### src/rtl/mc_controller.sv
// Multicycle MIPS control unit: Moore main FSM plus ALU decoder.
// Outputs are decoded from the current state (plus op/funct/zero where the
// instruction needs them) and gated off while reset is high.
module mc_controller (
   input  logic       clk,
   input  logic       reset,
   input  logic [5:0] op,
   input  logic [5:0] funct,
   input  logic       zero,
   output logic       pcen,
   output logic       irwrite,
   output logic       memwrite,
   output logic       regwrite,
   output logic       iord,
   output logic       memtoreg,
   output logic       regdst,
   output logic       alusrca,
   output logic [1:0] alusrcb,
   output logic [1:0] pcsrc,
   output logic [2:0] alucontrol,
   output logic       illegal,
   output logic [3:0] state
);

   typedef enum logic [3:0] {
      S_FETCH   = 4'd0,
      S_DECODE  = 4'd1,
      S_MEMADR  = 4'd2,
      S_MEMRD   = 4'd3,
      S_MEMWB   = 4'd4,
      S_MEMWR   = 4'd5,
      S_RTYPEEX = 4'd6,
      S_RTYPEWB = 4'd7,
      S_BEQEX   = 4'd8,
      S_ADDIEX  = 4'd9,
      S_ADDIWB  = 4'd10,
      S_JEX     = 4'd11,
      S_BNEEX   = 4'd12
   } state_t;

   localparam logic [5:0] OP_LW    = 6'b100011;
   localparam logic [5:0] OP_SW    = 6'b101011;
   localparam logic [5:0] OP_RTYPE = 6'b000000;
   localparam logic [5:0] OP_BEQ   = 6'b000100;
   localparam logic [5:0] OP_BNE   = 6'b000101;
   localparam logic [5:0] OP_ADDI  = 6'b001000;
   localparam logic [5:0] OP_J     = 6'b000010;

   localparam logic [2:0] ALU_AND = 3'b000;
   localparam logic [2:0] ALU_OR  = 3'b001;
   localparam logic [2:0] ALU_ADD = 3'b010;
   localparam logic [2:0] ALU_SUB = 3'b110;
   localparam logic [2:0] ALU_SLT = 3'b111;

   state_t cur;
   logic   pcwrite, branch_eq, branch_ne;
   logic   irwrite_raw, memwrite_raw, regwrite_raw, illegal_raw;

   assign state = cur;

   // State register and next-state sequencing.
   always_ff @(posedge clk or posedge reset) begin
      if (reset) begin
         cur <= S_FETCH;
      end else begin
         case (cur)
            S_FETCH:  cur <= S_DECODE;
            S_DECODE: begin
               case (op)
                  OP_LW, OP_SW: cur <= S_MEMADR;
                  OP_RTYPE:     cur <= S_RTYPEEX;
                  OP_BEQ:       cur <= S_BEQEX;
                  OP_BNE:       cur <= S_BNEEX;
                  OP_ADDI:      cur <= S_ADDIEX;
                  OP_J:         cur <= S_JEX;
                  default:      cur <= S_FETCH;
               endcase
            end
            S_MEMADR:  cur <= (op == OP_LW) ? S_MEMRD : S_MEMWR;
            S_MEMRD:   cur <= S_MEMWB;
            S_RTYPEEX: cur <= S_RTYPEWB;
            S_ADDIEX:  cur <= S_ADDIWB;
            default:   cur <= S_FETCH;
         endcase
      end
   end

   // Per-state control decode, including the ALU decoder for R-type.
   always_comb begin
      pcwrite      = 1'b0;
      branch_eq    = 1'b0;
      branch_ne    = 1'b0;
      irwrite_raw  = 1'b0;
      memwrite_raw = 1'b0;
      regwrite_raw = 1'b0;
      illegal_raw  = 1'b0;
      iord         = 1'b0;
      memtoreg     = 1'b0;
      regdst       = 1'b0;
      alusrca      = 1'b0;
      alusrcb      = 2'b00;
      pcsrc        = 2'b00;
      alucontrol   = ALU_ADD;
      case (cur)
         S_FETCH: begin
            irwrite_raw = 1'b1;
            pcwrite     = 1'b1;
            alusrcb     = 2'b01;
         end
         S_DECODE: begin
            alusrcb = 2'b11;
            case (op)
               OP_LW, OP_SW, OP_RTYPE, OP_BEQ, OP_BNE, OP_ADDI, OP_J: illegal_raw = 1'b0;
               default: illegal_raw = 1'b1;
            endcase
         end
         S_MEMADR, S_ADDIEX: begin
            alusrca = 1'b1;
            alusrcb = 2'b10;
         end
         S_MEMRD: iord = 1'b1;
         S_MEMWR: begin
            iord         = 1'b1;
            memwrite_raw = 1'b1;
         end
         S_MEMWB: begin
            regwrite_raw = 1'b1;
            memtoreg     = 1'b1;
         end
         S_RTYPEEX: begin
            alusrca = 1'b1;
            case (funct)
               6'b100000: alucontrol = ALU_ADD;
               6'b100010: alucontrol = ALU_SUB;
               6'b100100: alucontrol = ALU_AND;
               6'b100101: alucontrol = ALU_OR;
               6'b101010: alucontrol = ALU_SLT;
               default: begin
                  alucontrol  = ALU_ADD;
                  illegal_raw = 1'b1;
               end
            endcase
         end
         S_RTYPEWB: begin
            regdst       = 1'b1;
            regwrite_raw = 1'b1;
         end
         S_ADDIWB: regwrite_raw = 1'b1;
         S_BEQEX: begin
            alusrca    = 1'b1;
            alucontrol = ALU_SUB;
            pcsrc      = 2'b01;
            branch_eq  = 1'b1;
         end
         S_BNEEX: begin
            alusrca    = 1'b1;
            alucontrol = ALU_SUB;
            pcsrc      = 2'b01;
            branch_ne  = 1'b1;
         end
         S_JEX: begin
            pcsrc   = 2'b10;
            pcwrite = 1'b1;
         end
         default: ;
      endcase
   end

   // Reset overrides the decoded enables so nothing is written while it is held.
   always_comb begin
      pcen     = ~reset & (pcwrite | (branch_eq & zero) | (branch_ne & ~zero));
      irwrite  = ~reset & irwrite_raw;
      memwrite = ~reset & memwrite_raw;
      regwrite = ~reset & regwrite_raw;
      illegal  = ~reset & illegal_raw;
   end

endmodule

### config.mk
export PLATFORM = sky130hd
export DESIGN_NAME = mc_controller
export DESIGN_NICKNAME = d
export VERILOG_FILES = /design/src/rtl/mc_controller.sv
export SDC_FILE = /design/constraint.sdc
export NUM_CORES = 1
export LEC_CHECK = 0
export BUFFER_PORTS_ARGS = -buffer_cell sky130_fd_sc_hd__buf_2
export CAP_MARGIN = 5
export CORE_MARGIN = 8
export CORE_UTILIZATION = 39
export DETAILED_ROUTE_END_ITERATION = 10
export PLACE_DENSITY = 0.81
export SYNTH_ARGS = -nofsm -noshare
export SYNTH_HDL_FRONTEND = slang
export SYNTH_SLANG_ARGS = --single-unit
### constraint.sdc
create_clock -name clk -period 2.15 [get_ports clk]
set_input_delay 0.43 -clock clk [delete_from_list [all_inputs] [get_ports clk]]
set_output_delay 0.43 -clock clk [all_outputs]
set_load 0.005 [all_outputs]
==> results of run 1 <==
-- metal layers --
layer,share of wire,global-route usage,wire length [µm]
met2,0.50,0.219,991
met3,0.093,0.0107,184
met5,0,0,0
met4,0,0.0480,0
met1,0.40,0.163,796
-- Yosys cell counts, types with 2 or more instances --
cell      instances
xor2_1            2
nand2b_1          4
buf_2             4
nor2_1            8
a21oi_1           4
a31oi_1           3
nor3b_1           3
a211oi_1          2
nor4b_1           4
nor3_1            8
nand2_1           5
inv_1             6
buf_6             2
nand3_1           3
dfrtp_1           4
-- where the power goes --
part	leakage [nW]	switching, W	internal (W)	total, W
Combinational	0.381	0.000194	0.000200	0.000394
Sequential	0.0505	0.0000138	0.0000949	0.000109
Clock	0.0138	0.0000265	0.0000622	0.0000887
-- metrics by stage --
step | instances | util | area, µm² | hold slack (ps)
2_1_floorplan | 84 | - | 594 | 196
4_1_cts | 136 | 0.561 | 826 | 239
6_report | 141 | 0.614 | 903 | 240
5_1_grt | 141 | 0.614 | 903 | 259
3_3_place_gp | 133 | 0.535 | 787 | 471
3_5_place_dp | 133 | 0.535 | 787 | 475
-- repair_timing --
action | 4_1_cts | 5_1_grt
resized for setup | 5 | 12
setup buffers | 0 | 5
pin swaps | 0 | 2
setup endpoints to repair | 2 | 3
-- worst reg2reg max path, cell delays in order, from the launching register on --
cell	delay, ps
dfrtp_2	400
buf_4	160
nand2b_1	210
nand2b_1	220
o32ai_1	160
-- worst max path at each step --
stage                    to  slack (ps)  cells past startpoint
floorplan           illegal         250                      5
global placement    illegal          50                      6
detailed placement  illegal          10                      6
CTS                 illegal         -10                      4
global route        illegal         -60                      4
finish              illegal          -6                      4
-- area by class of cell --
cell class | count | area [µm²] | area share
Inverter | 6 | 22.5 | 0.0249
Sequential cell | 4 | 103 | 0.114
Timing Repair Buffer | 46 | 275 | 0.305
Multi-Input combinational cell | 66 | 460 | 0.510
Clock buffer | 3 | 22.5 | 0.0249
Tap cell | 16 | 20.0 | 0.0222
-- kinds of logic (layout without fill, tap and decap cells) --
logic type             count (synthesis)  after routing  share of synthesized area
XOR/XNOR                               3              3                     0.0442
flip-flops                             4              4                      0.168
AND/OR/NAND/NOR                       43             43                      0.427
buffers and inverters                 14             55                      0.122
AO/OA/AOI/OAI                         20             20                      0.238
==> reports/results.txt, run 1 <==
CP required = 1720 ps
Dpl hpwl = 1.46 mm
Ys async rst share = 1.00
Ratio of routed vias to standard cells = 5.50
Syn_nets = 99
Rel. slew slack = 0.693
CP bufs+invs = 1
Final Cycle Share = 1.00
Row cnt = 14
Failing checks = setup timing
R2r setup slk = 880 ps
R2R cell count = 4
Peak VDD IR = 0.263 mV
Die footprint = 3030 µm²
Clk slew on worst S/H paths = 40 ps
Drt pass-1 iters = 4
Detail Route Antenna Nets = 0
Most frequent cells in the layout = buf_2, buf_4, nor3_1, nor2_1, inv_1
Final Slew Violations = 0
Hold Buf Count CTS = 0
H-tree Lvls = 1
Critical Path, Cell by Cell = or3_4 > or4b_4 > o41ai_2 > buf_2
Highest cell delay on the worst timing path = 520 ps
Crit path DAT = 1730 ps
Critical Path Start Type = flip-flop
Yosys warns = 0
Fmax = 0.464 GHz
GRT Total Usage = 0.128
RSZ-0062 raised after global routing = yes
CTS tree = built
Synth Area per Inst = 7.08 µm²
Global-route wire length before repair = 3.03 mm
Power Density = 655 nW/µm²
Place WS = 13.9 ps
Vias in the first global route = 685
Worst skew pair latency = 230 ps
Layout Nets = 142
CTS buffer count = 3
Final setup fails = 1
Final RePlAce weighted congestion = 0.844
Most used DFF post-synth = dfrtp_1
Setup ws final = -6.12 ps
Antenna violations before repair = 0
Clock tree buffer depth = 2
Leading post-synthesis cells by cell area = dfrtp_1, nor3_1, nor4b_1
Least-Margin Pin Slew = 455 ps
Leak = 0.445 nW
Share of the synthesized area in the top cell type = 0.168
Worst setup EP type = primary output
Via count = 776
Post-synthesis cell count = 84
Hold/Removal Path Class = primary input to asynchronous set/reset pin
Setup_tns = -6.12 ps
Total power = 0.000592 W
Max-capacitance violation count = 0
Reg2reg end = state[1]$_DFF_PP0_
Avg WL per Cell = 14.0 µm
Die height = 55.0 µm
Endpoints failing hold = 0
Max reg flops = 4
Initial Util = 0.404
Root buf cell = clkbuf_4
ANT cells = 0
Fraction of layout cells with a size suffix above 1 = 0.480
CP delay by family, top = simple AND/OR/NAND/NOR gates
Sink Count = 4
Input/output buffers = 34
Sequential share of the synthesized area = 0.168
Post-synth EDFFs = 0
Worst Path Class, Setup = flip-flop to primary output
Post-Synthesis Cell Area = 594 µm²
Min Tclk post-route = 2160 ps
Die W = 55.0 µm
IO Count = 35
RR Startpoint = state[0]$_DFF_PP0_
Crit path launch = state[3]$_DFF_PP0_
Status = finished with violations
Clock Skew = 0.456 ps
Cell taking the most area after synthesis = dfrtp_1
Filler cells = 141
Crit-path slowest cell = or4b_4
Unique cell type count in the Yosys netlist = 37
DR iter-0 viols = 23
Grt ovf = 0
Area Overhead vs Synth = 52.0%
Largest net degree at the start of global routing = 16
Commonest non-fill, non-tap cell in the layout = buf_2
Core Region = 1470 µm²
Residual DRC = 0
Final WL = 1.97 mm
Seq cells post-synth = 4
Crit Path Max Fanout = 2
No activity file was read; power rests on OpenSTA's default activity.
==> run 2, diff against run 1 <==
- clock period: 2.15 -> 2.55 ns (I/O delays scaled with it)
==> reports/results.txt, run 2 (same netlist as run 1, synthesis figures left out) <==
Hold/Removal Path Class = primary input to asynchronous set/reset pin
Sink Count = 4 (unchanged)
CTS buffer count = 3 (unchanged)
Via count = 773 (-0.39%)
Crit-path slowest cell = or4b_1
Setup_tns = 0 ps (+6.12 ps)
Max reg flops = 4 (unchanged)
Max-capacitance violation count = 0 (unchanged)
Crit Path Max Fanout = 7 (+5)
Avg WL per Cell = 14.3 µm (+2.3%)
Highest cell delay on the worst timing path = 460 ps (-60 ps)
Clock Skew = 1.96 ps (+1.50 ps)
GRT Total Usage = 0.129 (+0.00107)
Core Region = 1470 µm² (unchanged)
Global-route wire length before repair = 3.01 mm (-0.69%)
Critical Path, Cell by Cell = buf_2 > nor3b_1 > o31ai_2 > or4b_1 > o41ai_1 > buf_2
Residual DRC = 0 (unchanged)
Die W = 55.0 µm (unchanged)
Clock tree buffer depth = 2 (unchanged)
Ratio of routed vias to standard cells = 5.81 (+5.6%)
RSZ-0062 raised after global routing = no
Fmax = 0.432 GHz
Min Tclk post-route = 2310 ps
Layout Nets = 134 (-5.6%)
Total setup buffers inserted after CTS = 0 (unchanged)
Power Density = 559 nW/µm² (-15%)
Worst skew pair latency = 240 ps (about the same)
Peak VDD IR = 0.256 mV (-2.8%)
Status = finished, final reports clean
IO Count = 35 (unchanged)
Row cnt = 14 (unchanged)
DR iter-0 viols = 19 (-17%)
Post_cts resized = 0 (-5)
Die footprint = 3030 µm² (unchanged)
CP required = 2040 ps (+320 ps)
Area Overhead vs Synth = 32.4%
RR Startpoint = state[0]$_DFF_PP0_
Final WL = 1.90 mm (-3.5%)
Leak = 0.387 nW (-13%)
Critical Path Start Type = primary input
Cell repeated most along the worst path = buf_2
Worst setup EP type = primary output
Drt pass-1 iters = 4 (unchanged)
Most frequent cells in the layout = buf_2, nor3_1, nor2_1, inv_1, nand2_1
Crit path DAT = 1800 ps (+70 ps)
Die height = 55.0 µm (unchanged)
Root buf cell = clkbuf_4
Input/output buffers = 34 (unchanged)
Initial Util = 0.404 (unchanged)
Filler cells = 146 (+3.5%)
Final Core Density = 0.535 (-0.0791)
Endpoints failing hold = 0 (unchanged)
Worst Path Class, Setup = primary input to primary output
H-tree Lvls = 1 (unchanged)
R2r setup slk = 1210 ps (+330 ps)
Detail Route Antenna Nets = 0 (unchanged)
Largest net degree at the start of global routing = 16 (unchanged)
Commonest non-fill, non-tap cell in the layout = buf_2
Grt ovf = 0 (unchanged)
Hold Buf Count CTS = 0 (unchanged)
Least-Margin Pin Slew = 401 ps (-53.4 ps)
Clk slew on worst S/H paths = 40 ps (about the same)
Antenna violations before repair = 0 (unchanged)
Dpl hpwl = 1.54 mm (+5.8%)
Final Cycle Share = 0.907
ANT cells = 0 (unchanged)
Reg2reg end = state[1]$_DFF_PP0_
Final RePlAce weighted congestion = 0.848 (+0.57%)
CTS tree = built
Vias in the first global route = 685 (unchanged)
Final setup fails = 0 (-1)
Fraction of layout cells with a size suffix above 1 = 0.376 (-0.104)
Rel. slew slack = 0.729 (+0.0361)
Final Slew Violations = 0 (unchanged)
R2R cell count = 4 (unchanged)
[run 2: cell count changes in the layout (fill, tap and decap cells not counted), moves of 2 or more]
cell,previous run,this run
dfrtp_1,2,4
dfrtp_2,2,0
nor4b_2,2,0
buf_4,13,4
buf_6,2,0
buf_2,31,34
nor4b_1,2,4
[run 2: how the worst max path moves through the flow]
stage                             from  endpoint  slack (ps)
floorplan                        op[2]   illegal         490
global placement                 op[2]   illegal         290
detailed placement               op[2]   illegal         250
CTS                              op[2]   illegal         250
global route        state[2]$_DFF_PP0_      pcen         180
finish                           op[2]   illegal         240
[run 2: per-stage QoR]
stage | total power, W | cells | instance area (µm²) | setup WS (ps) | hold WS [ps]
floorplan | 0.000268 | 84 | 594 | 491 | 276
global placement | 0.000356 | 130 | 764 | 291 | 447
detailed placement | 0.000363 | 130 | 764 | 247 | 452
CTS | 0.000442 | 133 | 787 | 246 | 207
global route | 0.000479 | 133 | 787 | 182 | 235
finish | 0.000440 | 133 | 787 | 237 | 203
[run 2: power breakdown]
group          internal [W]  switching (W)   total, W  leakage, nW
logic              0.000125       0.000142   0.000267        0.320
clock network     0.0000526      0.0000252  0.0000778       0.0138
registers         0.0000780      0.0000173  0.0000954       0.0531
total              0.000256       0.000185   0.000440        0.387
[run 2: final cells by class]
type / instances / area (µm²) / share of cell area
sequential: 4 / 100 / 0.127
tap: 16 / 20.0 / 0.0254
clock buffer: 3 / 22.5 / 0.0286
multi-input combinational: 66 / 422 / 0.536
inverter: 6 / 22.5 / 0.0286
timing repair buffer: 38 / 200 / 0.254
[run 2: critical path, delay by kind of cell]
kind / cells / cell delay [ps]
AOI/OAI and AO/OA: 2 / 370
buffers and inverters: 2 / 320
and+or+nand+nor: 2 / 610
[run 2: per-layer routing]
| layer | track usage | part of all wire |
|---|---|---|
| met3 | 0.0187 | 0.11 |
| met2 | 0.232 | 0.49 |
| met5 | 0 | 0 |
| met1 | 0.156 | 0.40 |
| met4 | 0.0360 | 0.0042 |
